**src/rtl/if_id_queue.sv**
```systemverilog
// if_id_queue: instruction queue between fetch and decode, replacing the IF/ID register.
//
// Fetch pushes {instructionf, pc_plus_4f} when validf is high and the queue is not full.
// Decode sees the oldest entry on instrd/pc_plus_4d/validd and pops it when stalld is low.
// A taken branch in decode (flushd) discards every queued and incoming word.
//
// Ports:
//   clk, reset             rising-edge clock, synchronous active-high reset
//   instructionf           instruction word from fetch
//   pc_plus_4f             PC+4 of that instruction
//   validf                 fetch presents a word (push request)
//   stalld                 decode cannot consume (pop inhibit)
//   flushd                 discard all queued and incoming words
//   instrd, pc_plus_4d     head entry (NOP_WORD / 0 when empty)
//   validd                 head entry is valid
//   stallf_q               queue full, fetch must hold
//   count                  current occupancy
//
// Optional feature macro: IFQ_BYPASS_EN
//   When defined, an incoming word on an empty queue is forwarded to decode in the same
//   cycle; if decode consumes it, it is never written into storage.

module if_id_queue #(
    parameter int unsigned DEPTH    = 4,
    parameter logic [31:0] NOP_WORD = 32'h0000_0000
) (
    input  logic                     clk,
    input  logic                     reset,
    input  logic [31:0]              instructionf,
    input  logic [31:0]              pc_plus_4f,
    input  logic                     validf,
    input  logic                     stalld,
    input  logic                     flushd,
    output logic [31:0]              instrd,
    output logic [31:0]              pc_plus_4d,
    output logic                     validd,
    output logic                     stallf_q,
    output logic [$clog2(DEPTH):0]   count
);

    localparam int unsigned PtrW = $clog2(DEPTH);
    localparam int unsigned CntW = PtrW + 1;

    logic [63:0]     mem_q [DEPTH];
    logic [PtrW-1:0] wp_q, wp_d;
    logic [PtrW-1:0] rp_q, rp_d;
    logic [CntW-1:0] cnt_q, cnt_d;

    logic full;
    logic empty;
    logic bypass;
    logic push;
    logic pop;
    logic [63:0] head;

    // Full is judged on registered occupancy only, so stallf_q never depends on inputs.
    assign full  = (cnt_q == CntW'(DEPTH));
    assign empty = (cnt_q == '0);

`ifdef IFQ_BYPASS_EN
    assign bypass = empty & validf & ~flushd;
`else
    assign bypass = 1'b0;
`endif

    // A bypassed word that decode consumes immediately is never stored.
    assign push = validf & ~full & ~(bypass & ~stalld);
    assign pop  = ~empty & ~stalld;

    always_comb begin
        wp_d  = wp_q;
        rp_d  = rp_q;
        cnt_d = cnt_q;
        if (flushd) begin
            wp_d  = '0;
            rp_d  = '0;
            cnt_d = '0;
        end else begin
            if (push) begin
                wp_d = wp_q + PtrW'(1);
            end
            if (pop) begin
                rp_d = rp_q + PtrW'(1);
            end
            case ({push, pop})
                2'b10:   cnt_d = cnt_q + CntW'(1);
                2'b01:   cnt_d = cnt_q - CntW'(1);
                default: cnt_d = cnt_q;
            endcase
        end
    end

    always_ff @(posedge clk) begin
        if (reset) begin
            wp_q  <= '0;
            rp_q  <= '0;
            cnt_q <= '0;
        end else begin
            wp_q  <= wp_d;
            rp_q  <= rp_d;
            cnt_q <= cnt_d;
        end
    end

    // Storage is not cleared by reset or flush; occupancy alone defines validity.
    always_ff @(posedge clk) begin
        if (!reset && !flushd && push) begin
            mem_q[wp_q] <= {instructionf, pc_plus_4f};
        end
    end

    assign head = mem_q[rp_q];

    always_comb begin
        validd     = ~empty | bypass;
        instrd     = NOP_WORD;
        pc_plus_4d = 32'h0000_0000;
        if (bypass) begin
            instrd     = instructionf;
            pc_plus_4d = pc_plus_4f;
        end else if (!empty) begin
            instrd     = head[63:32];
            pc_plus_4d = head[31:0];
        end
    end

    assign stallf_q = full;
    assign count    = cnt_q;

endmodule

```
**config.mk**
```make
export PLATFORM = sky130hd
export DESIGN_NAME = if_id_queue
export DESIGN_NICKNAME = d
export VERILOG_FILES = /design/src/rtl/if_id_queue.sv
export SDC_FILE = /design/constraint.sdc
export NUM_CORES = 1
export LEC_CHECK = 0
export ABC_AREA = 1
export CAP_MARGIN = 15
export CORE_MARGIN = 1
export CORE_UTILIZATION = 55
export DETAILED_ROUTE_END_ITERATION = 10
export PLACE_DENSITY = 0.83
export SYNTH_ARGS = -nofsm -noshare
export SYNTH_HDL_FRONTEND = slang
export SYNTH_SLANG_ARGS = --single-unit
```
**constraint.sdc**
```tcl
create_clock -name clk -period 5.8 [get_ports clk]
set_input_delay 1.45 -clock clk [delete_from_list [all_inputs] [get_ports clk]]
set_output_delay 1.45 -clock clk [all_outputs]
set_load 0.005 [all_outputs]
```
==> metrics.txt, run 1 <==
vias=6768; clock buffer depth=3; worst-margin pin slew=1.10 ns; outcome=complete, no violations; RSZ-0062 raised after global routing=false; Initial DRT Pass Iterations=5; Post-synth top flop=edfxtp_1; Post-Syn Area=10600 sq um; Yosys warnings=0; switching power=824 uW; clock-pin slew on the worst setup and hold paths=0.06 ns; vias in the first global route=6547; TritonCTS clock tree=done; Final min period=4.54 ns; pwr dens=307 nW/um^2; diode count=0; Placer Congestion=0.777; Sink Count=265; # DRC=0; I/O pins=138; P_leak=4.70 nW; syn_nets=965; Seq/Total Area, Yosys=74.2%; H-tree lvl count=1; nets=1096; kind of critical path=flop to primary output; Post-Place Cells=1253; Max-cap violations=0; Fin Clk Skew=0.00951 ns; remaining global-route overflow=0; FF+latch count, synth=265; Die W=141 microns; Post-CTS Setup Bufs=0; DR iter-0 viols=410; core region area=18800 sq um; routed vias/inst=5.21; CP max FO=75; FMAX=220 MHz; VDD IR max=0.303 mV; Post-Route WL=21400 microns; global-route wire length before repair=33700 microns; Routed Antenna Nets=0; Post-synth EDFFs=256; Comb pwr share=7.2%; crit end category=primary output; clock power share=39.2%; crit start category=flop; clk_lat worst skew=0.53 ns; main area contributors after synthesis=edfxtp_1 72%, nand2_1 9.4%, nor2_1 5.0%; Hold-fix buffers, CTS=0; Synth cell types=20; Setup TNS=0 ns; area grow syn2layout=22.0%; initial antenna violation count=1; # port buffers=137; Synth top cells by count=266 x nand2_1, 256 x edfxtp_1, 141 x nor2_1; Final Non-Filler Cells=1300; dpl hpwl=12300 microns; data arrival time of the critical path=3.09 ns; Synth Instances=890; Flop pwr share=53.6%; Die H=141 microns; post-synth top area cell=edfxtp_1; Worst slew margin=26.5%; top-area cell type share of the netlist area=72.5%; Wirelength per Cell=16.5 microns; Die ar.=19800 sq um; Internal=3.15 mW; largest net degree at the start of global routing=108; Num CTS Buffers=26; final setup vio count=0; Site Rows=50; crit share post-route=78.2%; synthesized area per cell=11.9 sq um; Async SR Flop Fraction=0%; Worst EP required=4.35 ns; clock root cell=clkbuf_16; max-slew violation count=0; Overall Global Routing Usage=22.0%; Worst Hold Class=flop to flop; Switching Fraction=20.7%; most frequent cell after synthesis=nand2_1; Final Hold Fails=0; layout cells sized above 1=5.48%; post-CTS sizing=0; Initial Util=56.3%
==> worst max-delay path, stage by stage, from the launching register on <==
cell	delay [ns]
dfxtp_4	0.87
buf_4	0.60
nor2_1	0.10
nor2_1	0.09
o21ai_0	0.09
a21oi_1	0.22
clkdlybuf4s50_1	0.54
==> metal layers <==
layer / vias up / part of all wire (%) / track usage, % / routed length, microns
li1: 3309 / - / - / -
met1: 3214 / 40 / 26.8 / 8600
met2: 204 / 51 / 39.5 / 11000
met3: 39 / 5.9 / 4.14 / 1270
met4: 2 / 2.4 / 6.81 / 504
met5: - / 0.056 / 0 / 12
==> placed cells by master, fill, tap and decap left out <==
| master | Yosys | final |
|---|---|---|
| clkinv_2 | 0 | 3 |
| edfxtp_1 | 256 | 256 |
| nand3b_1 | 1 | 1 |
| clkbuf_16 | 0 | 27 |
| buf_12 | 0 | 2 |
| nand3_2 | 1 | 1 |
| dfxtp_1 | 9 | 8 |
| fa_1 | 1 | 1 |
| nand4_1 | 1 | 1 |
| o21ai_0 | 62 | 62 |
| o21ai_1 | 4 | 4 |
| dfxtp_4 | 0 | 1 |
| nand3_1 | 5 | 5 |
| a21oi_1 | 70 | 70 |
| nand2_1 | 266 | 266 |
| buf_4 | 13 | 13 |
| clkbuf_1 | 10 | 7 |
| bufinv_16 | 0 | 1 |
| clkdlybuf4s50_1 | 0 | 137 |
| clkinv_1 | 0 | 7 |
| inv_4 | 0 | 1 |
| nor2_1 | 141 | 137 |
| ha_1 | 5 | 5 |
| clkinvlp_4 | 0 | 3 |
| nor2_4 | 0 | 4 |
| inv_1 | 18 | 16 |
| inv_2 | 1 | 1 |
==> per-stage QoR <==
| stage | util, % | instance area, sq um | setup WS [ns] | hold slack (ns) | total power, mW |
|---|---|---|---|---|---|
| 4_1_cts | 68.7 | 12900 | 1.21 | 0.489 | 4.00 |
| 2_1_floorplan | - | 10600 | 0.693 | 0.448 | 2.29 |
| 6_report | 68.7 | 12900 | 1.26 | 0.484 | 3.98 |
| 3_5_place_dp | 64.5 | 12200 | 1.77 | 0.475 | 2.46 |
| 3_3_place_gp | 64.5 | 12200 | 1.79 | 0.460 | 2.45 |
| 5_1_grt | 68.7 | 12900 | 0.997 | 0.525 | 4.11 |
==> power groups by stage <==
stage                     combinational [mW]  clock [mW]  sequential (mW)
final                                  0.285        1.56             2.13
after global routing                   0.310        1.66             2.14
after CTS                              0.288        1.58             2.13
after detailed placement               0.285           0             2.17
after global placement                 0.279           0             2.17
after floorplan                        0.120           0             2.17
==> flip-flops by register name, indices dropped and copies added, names as in the netlist, named ones only <==
| signal | cells |
|---|---|
| mem_q | 256 |
| wp_q | 2 |
| count | 3 |
| rp_q | 2 |
==> cells by family after synthesis <==
| family | after synthesis | share of synthesized area, % |
|---|---|---|
| flip-flops | 265 | 74.2 |
| adder cells (fa/ha/maj) | 6 | 0.779 |
| AND/OR/NAND/NOR | 415 | 14.9 |
| buffers and inverters | 68 | 3.74 |
| AO/OA/AOI/OAI | 136 | 6.42 |
==> final timing paths <==
| check | start | endpoint | slack [ns] | cells past startpoint |
|---|---|---|---|---|
| worst max-delay path | flop | instrd[23] | 1.26 | 6 |
| worst min-delay path | rp_q[0] | flop | 0.48 | 2 |
| worst max register to register | count[0] | mem_q[2][33] | 3.20 | 5 |
| worst min register to register | rp_q[0] | flop | 0.48 | 2 |
==> cell type report <==
type                    instances  area, sq um
fillers                      1304         5890
repair buffers                152         1510
multi-input cells             557         2370
inverters                      19         75.1
clock buffers                  34          702
flip-flops and latches        265         7870
clock inverters                13         88.8
well taps                     260          325
Power figures use the tool's default switching activity.
==> run 2: changes to the inputs <==
Settings changed: CORE_UTILIZATION 55 to 50, PLACE_DENSITY 0.83 to 0.79.
Clock period 5.8 ns to 3.9 ns, I/O delays scaled along.
==> run 2 against run 1 <==
Global-route usage shrank 2.0 points. Final area grew 0.94%. Power grew 50%. Setup slack lost 0.99 ns. Largest cell class unchanged. First-iteration DRC count grew 38%. Via count shrank 0.28%. Non-clock buffer count grew 4. Combinational power grew 56%.
==> metrics.txt, run 2 (synthesized netlist as in run 1, its figures left out) <==
Post-Place Worst Slack=0.794 ns (-0.979 ns); Sink Count=265 (unchanged); FF+latch area=7870 sq um (unchanged); fill cell count=1509 (+16%); Post-Route WL=21600 microns (+1.1%); max FFs per register=256 (unchanged); commonest non-fill, non-tap cell in the layout=nand2_1; worst-margin pin slew=0.873 ns (-0.229 ns); global-route wire length before repair=33800 microns (+0.29%); Post-Place Cells=1267 (+1.1%); met1 GRT Util=25.9% (-0.89 points); Routed Antenna Nets=0 (unchanged); P_leak=4.76 nW (+1.3%); crit share post-route=93.0%; nets=1100 (+0.36%); Hold-fix buffers, CTS=0 (unchanged); Biggest register=mem_q; clock root cell=clkbuf_16; commonest non-fill, non-tap cells in the layout=266 x nand2_1, 256 x edfxtp_1, 137 x nor2_1, 137 x clkdlybuf4s50_1, 70 x a21oi_1; area grow syn2layout=23.2%; kind of critical path=flop to primary output; Die H=148 microns (+4.8%); final worst slack=0.272 ns (-0.992 ns); routed vias/inst=5.14 (-1.2%); Multi-input gate area=2370 sq um (unchanged); Final Power=5.97 mW (+50%); remaining global-route overflow=0 (unchanged); Setup TNS=0 ns (unchanged); Initial DRT Pass Iterations=5 (unchanged); vias=6749 (-0.28%); dpl hpwl=13100 microns (+6.2%); data arrival time of the critical path=2.65 ns (-0.44 ns); clk_lat worst skew=0.52 ns (about the same); M3 GR Usage=3.27% (-0.87 points); Worst EP required=2.92 ns (-1.43 ns); global routing's busiest layer=met2; crit start category=flop; RSZ-0062 raised after global routing=false; largest net degree at the start of global routing=86 (-20%); # port buffers=137 (unchanged); clock buffer depth=3 (unchanged); initial antenna violation count=0 (-1); vias in the first global route=6513 (-0.52%); Overall Global Routing Usage=19.9% (-2.0 points); Die W=148 microns (+4.8%); final setup vio count=0 (unchanged); outcome=complete, no violations; pwr dens=457 nW/um^2 (+49%); Final min period=3.63 ns; post-CTS sizing=0 (unchanged); Placer Congestion=0.729 (-6.2%); Site Rows=52 (+4.0%); Wirelength per Cell=16.5 microns (+0.14%); Final Non-Filler Cells=1312 (+0.92%); Fin Clk Skew=0.0190 ns (+0.00954 ns); Num CTS Buffers=26 (unchanged); Initial Util=51.7% (-4.6 points); Final Hold Fails=0 (unchanged); DR iter-0 viols=567 (+38%); Worst slew margin=41.8% (+15 points); core region area=20500 sq um (+8.8%); VDD IR max=0.351 mV (+16%); max-slew violation count=0 (unchanged); H-tree lvl count=1 (unchanged); GR Util met2=34.4% (-5.2 points); Die ar.=21800 sq um (+9.9%); Post-DP Area=12300 sq um (+0.86%); crit end category=primary output; CP max FO=29 (-61%); Max-cap violations=0 (unchanged); I/O pins=138 (unchanged); diode count=0 (unchanged); Post-CTS Setup Bufs=0 (unchanged); layout cells sized above 1=6.14% (+0.66 points); FMAX=276 MHz; Worst Hold Class=flop to flop; clock-pin slew on the worst setup and hold paths=0.06 ns (about the same); TritonCTS clock tree=done; Design Area, Final=13100 sq um (+0.94%); # DRC=0 (unchanged)
## run 2: cell types whose count changed in the layout (fill, tap and decap cells not counted), sizes merged
cell      change
bufinv        +1
clkbuf        -4
clkinvlp      -2
buf           +4
clkinv        +3
## run 2: report_power, final
group	total [mW]	switching, mW	internal, mW	leakage (nW)
Sequential	3.17	0.0128	3.16	2.39
Combinational	0.445	0.230	0.215	1.97
Clock	2.35	0.971	1.38	0.398
Total	5.97	1.21	4.75	4.76
## run 2: layout make-up
cell class                 instances  area share, %
clock buffer                      30           5.26
sequential                       265           60.3
inverter                          19          0.575
timing repair buffer             156           12.3
clock inverter                    15          0.920
tap                              270           2.59
multi-input combinational        557           18.1
## run 2: stage by stage
step                      utilization (%)  hold WS (ns)
after floorplan                         -         0.448
after global placement               59.8         0.465
after detailed placement             59.8         0.480
after CTS                            63.7         0.492
after global routing                 63.7         0.513
final                                63.7         0.502
## run 2: critical path, cell delays in order (launching register included)
cell and delay (ns):
dfxtp_1 0.31, inv_1 0.16, nand3_2 0.17, inv_2 0.57
buf_4 0.34, a21oi_1 0.09, clkdlybuf4s50_1 0.46
## run 2: worst paths after layout
path	startpoint	end	slack, ns	depth (start not counted)
worst max register to register	count[0]	count[2]	1.60	13
worst min register to register	rp_q[0]	rp_q[0]	0.50	2
worst min-delay path	rp_q[0]	rp_q[0]	0.50	2
worst max-delay path	count[0]	instrd[2]	0.27	6
## run 2: metal layers
layer	vias up	routed length, microns
li1	3306	-
met5	-	0
met4	0	467
met2	207	11000
met3	32	1270
met1	3204	8920
==> run 3: changes to the inputs <==
Settings changed: ABC_AREA 1 to default, CORE_UTILIZATION 50 to 49, PLACE_DENSITY 0.79 to 0.78, SKIP_LAST_GASP from default to 1.
==> run 3 against run 2 <==
Non-clock buffer count decreased by 11. Wire length down 13%. Worst hold slack lost 0.0042 ns. Register-to-register slack lost 0.14 ns. Combinational power decreased by 25%. Via count down 28%. Final cell count decreased by 31%. Sequential cell count unchanged. Critical path type unchanged. Die area fell by 2.1%. Synthesized area fell by 4.1%.
==> metrics.txt, run 3 <==
Fin Clk Skew=0.00818 ns (-0.0109 ns); post-synth top area cell=edfxtp_1; dpl hpwl=11000 microns (-16%); synthesized area per cell=22.1 sq um (+85%); Hold-fix buffers, CTS=0 (unchanged); area grow syn2layout=24.9%; commonest non-fill, non-tap cell in the layout=edfxtp_1; top-area cell type share of the netlist area=75.6% (+3.1 points); clock root cell=clkbuf_16; Post-synth EDFFs=256 (unchanged); Post-Syn Area=10200 sq um (-4.1%); syn_nets=536 (-44%); CP max FO=65 (+120%); Die W=146 microns (-1.0%); main area contributors after synthesis=edfxtp_1 76%, mux4_2 14%, and2_1 3.9%; mux cell area share after synthesis=14.3% (+14 points); pwr dens=461 nW/um^2 (+0.98%); Worst Hold Class=flop to flop; Synth top cells by count=256 x edfxtp_1, 64 x and2_1, 61 x mux4_2; Routed Antenna Nets=0 (unchanged); Wirelength per Cell=20.8 microns (+26%); Post-CTS Setup Bufs=0 (unchanged); Num CTS Buffers=27 (+3.8%); Post-Synth Adder-Cell Area=0.812% (+0.033 points); commonest non-fill, non-tap cells in the layout=256 x edfxtp_1, 137 x clkdlybuf4s50_1, 64 x and2_1; data arrival time of the critical path=2.60 ns (-0.05 ns); Post-Route WL=18800 microns (-13%); Synth cell types=28 (+40%); Die H=146 microns (-1.0%); Setup TNS=0 ns (unchanged); kind of critical path=flop to primary output; # port buffers=137 (unchanged); post-CTS sizing=0 (unchanged); # DRC=0 (unchanged); I/O pins=138 (unchanged); H-tree lvl count=1 (unchanged); Synth Instances=461 (-48%); max-slew violation count=0 (unchanged); max FFs per register=256 (unchanged); clock buffer depth=3 (unchanged); crit share post-route=91.6% (-1.5 points); FF+latch count, synth=265 (unchanged); VDD IR max=0.389 mV (+11%); Sink Count=265 (unchanged); layout cells sized above 1=17.9% (+12 points); Die ar.=21300 sq um (-2.1%); Seq/Total Area, Yosys=77.3% (+3.1 points); core region area=20300 sq um (-0.95%); final setup vio count=0 (unchanged); largest family of logic cells by synthesized area=multiplexers; Simple-Gate Fraction of Synth Area=5.06% (-9.8 points); Yosys warnings=0 (unchanged); outcome=complete, no violations; RSZ-0062 raised after global routing=false; vias=4836 (-28%); Final min period=3.57 ns (-0.0569 ns); crit start category=flop; clk_lat worst skew=0.51 ns (about the same); Max-cap violations=0 (unchanged); Worst EP required=2.92 ns (about the same); hold_ws=0.498 ns (-0.00421 ns); global-route wire length before repair=29600 microns (-12%); fill cell count=1412 (-6.4%); Post-synth top flop=edfxtp_1; initial antenna violation count=2 (+2); Biggest register=mem_q; most frequent cell after synthesis=edfxtp_1; clock-pin slew on the worst setup and hold paths=0.06 ns (about the same); Final Hold Fails=0 (unchanged); Initial Util=50.1% (-1.6 points); TritonCTS clock tree=done; P_leak=3.99 nW (-16%); Worst slew margin=34.2% (-7.6 points); Initial DRT Pass Iterations=4 (-1); Async SR Flop Fraction=0% (unchanged); Overall Global Routing Usage=18.3% (-1.7 points); largest net degree at the start of global routing=66 (-23%); worst-margin pin slew=0.986 ns (+0.113 ns); Synth Area in Compound Gates=0.590% (-5.8 points); crit end category=primary output; nets=688 (-37%); vias in the first global route=5284 (-19%); Placer Congestion=0.698 (-4.2%); FMAX=280 MHz (+1.6%); DR iter-0 viols=301 (-47%); Site Rows=52 (unchanged); routed vias/inst=5.37 (+4.3%); remaining global-route overflow=0 (unchanged); XOR/XNOR share of the synthesized area=0.172% (+0.17 points)
## run 3: report_power, final
group	leakage (nW)	switching, mW	total, mW	internal (mW)
Combinational	1.21	0.138	0.333	0.195
Clock	0.390	0.980	2.37	1.39
Sequential	2.39	0.0110	3.16	3.15
## run 3: worst paths after layout
path | slack, ns | endpoint | cells past startpoint | from
max reg2reg | 1.46 | count[2] | 9 | count[2]
max | 0.33 | instrd[11] | 4 | count[0]
min | 0.50 | flop | 2 | rp_q[1]
min reg2reg | 0.50 | flop | 2 | rp_q[1]
## run 3: cells by family after synthesis
| logic type | count (synthesis) |
|---|---|
| buffers and inverters | 30 |
| AOI/OAI and AO/OA | 11 |
| and+or+nand+nor | 83 |
| adders and majority gates | 6 |
| xor gates and xnor gates | 2 |
| muxes | 64 |
| DFF | 265 |
## run 3: layer usage
metal	wire (microns)	GRT usage, %	up-vias
met2	9430	31.4	148
met5	0	0	-
li1	-	-	2172
met4	296	3.96	0
met3	1230	4.19	29
met1	7810	24.0	2487
## run 3: layout make-up
| type | instances | area, sq um | area share [%] |
|---|---|---|---|
| antenna | 1 | 2.50 | 0.0197 |
| clock buffer | 31 | 691 | 5.43 |
| clock inverter | 15 | 120 | 0.945 |
| inverter | 8 | 30.0 | 0.236 |
| multi-input combinational | 166 | 2150 | 16.9 |
| sequential | 265 | 7880 | 62.0 |
| tap | 270 | 338 | 2.66 |
| timing repair buffer | 145 | 1510 | 11.9 |
## run 3: stage by stage
stage,utilization [%],cells,setup slack [ns],cell area (sq um),power (mW)
global placement,58.6,854,0.874,11900,3.54
finish,62.6,901,0.329,12700,5.86
global route,62.6,900,0.155,12700,6.05
CTS,62.6,900,0.275,12700,5.91
detailed placement,58.6,854,0.839,11900,3.56
floorplan,-,461,0.739,10200,3.34
## run 3: worst max-delay path: stages, from the launching register on
cell             delay (ns)
dfxtp_1                0.43
nor3_2                 0.11
inv_2                  0.72
and2_1                 0.29
clkdlybuf4s50_1        0.53
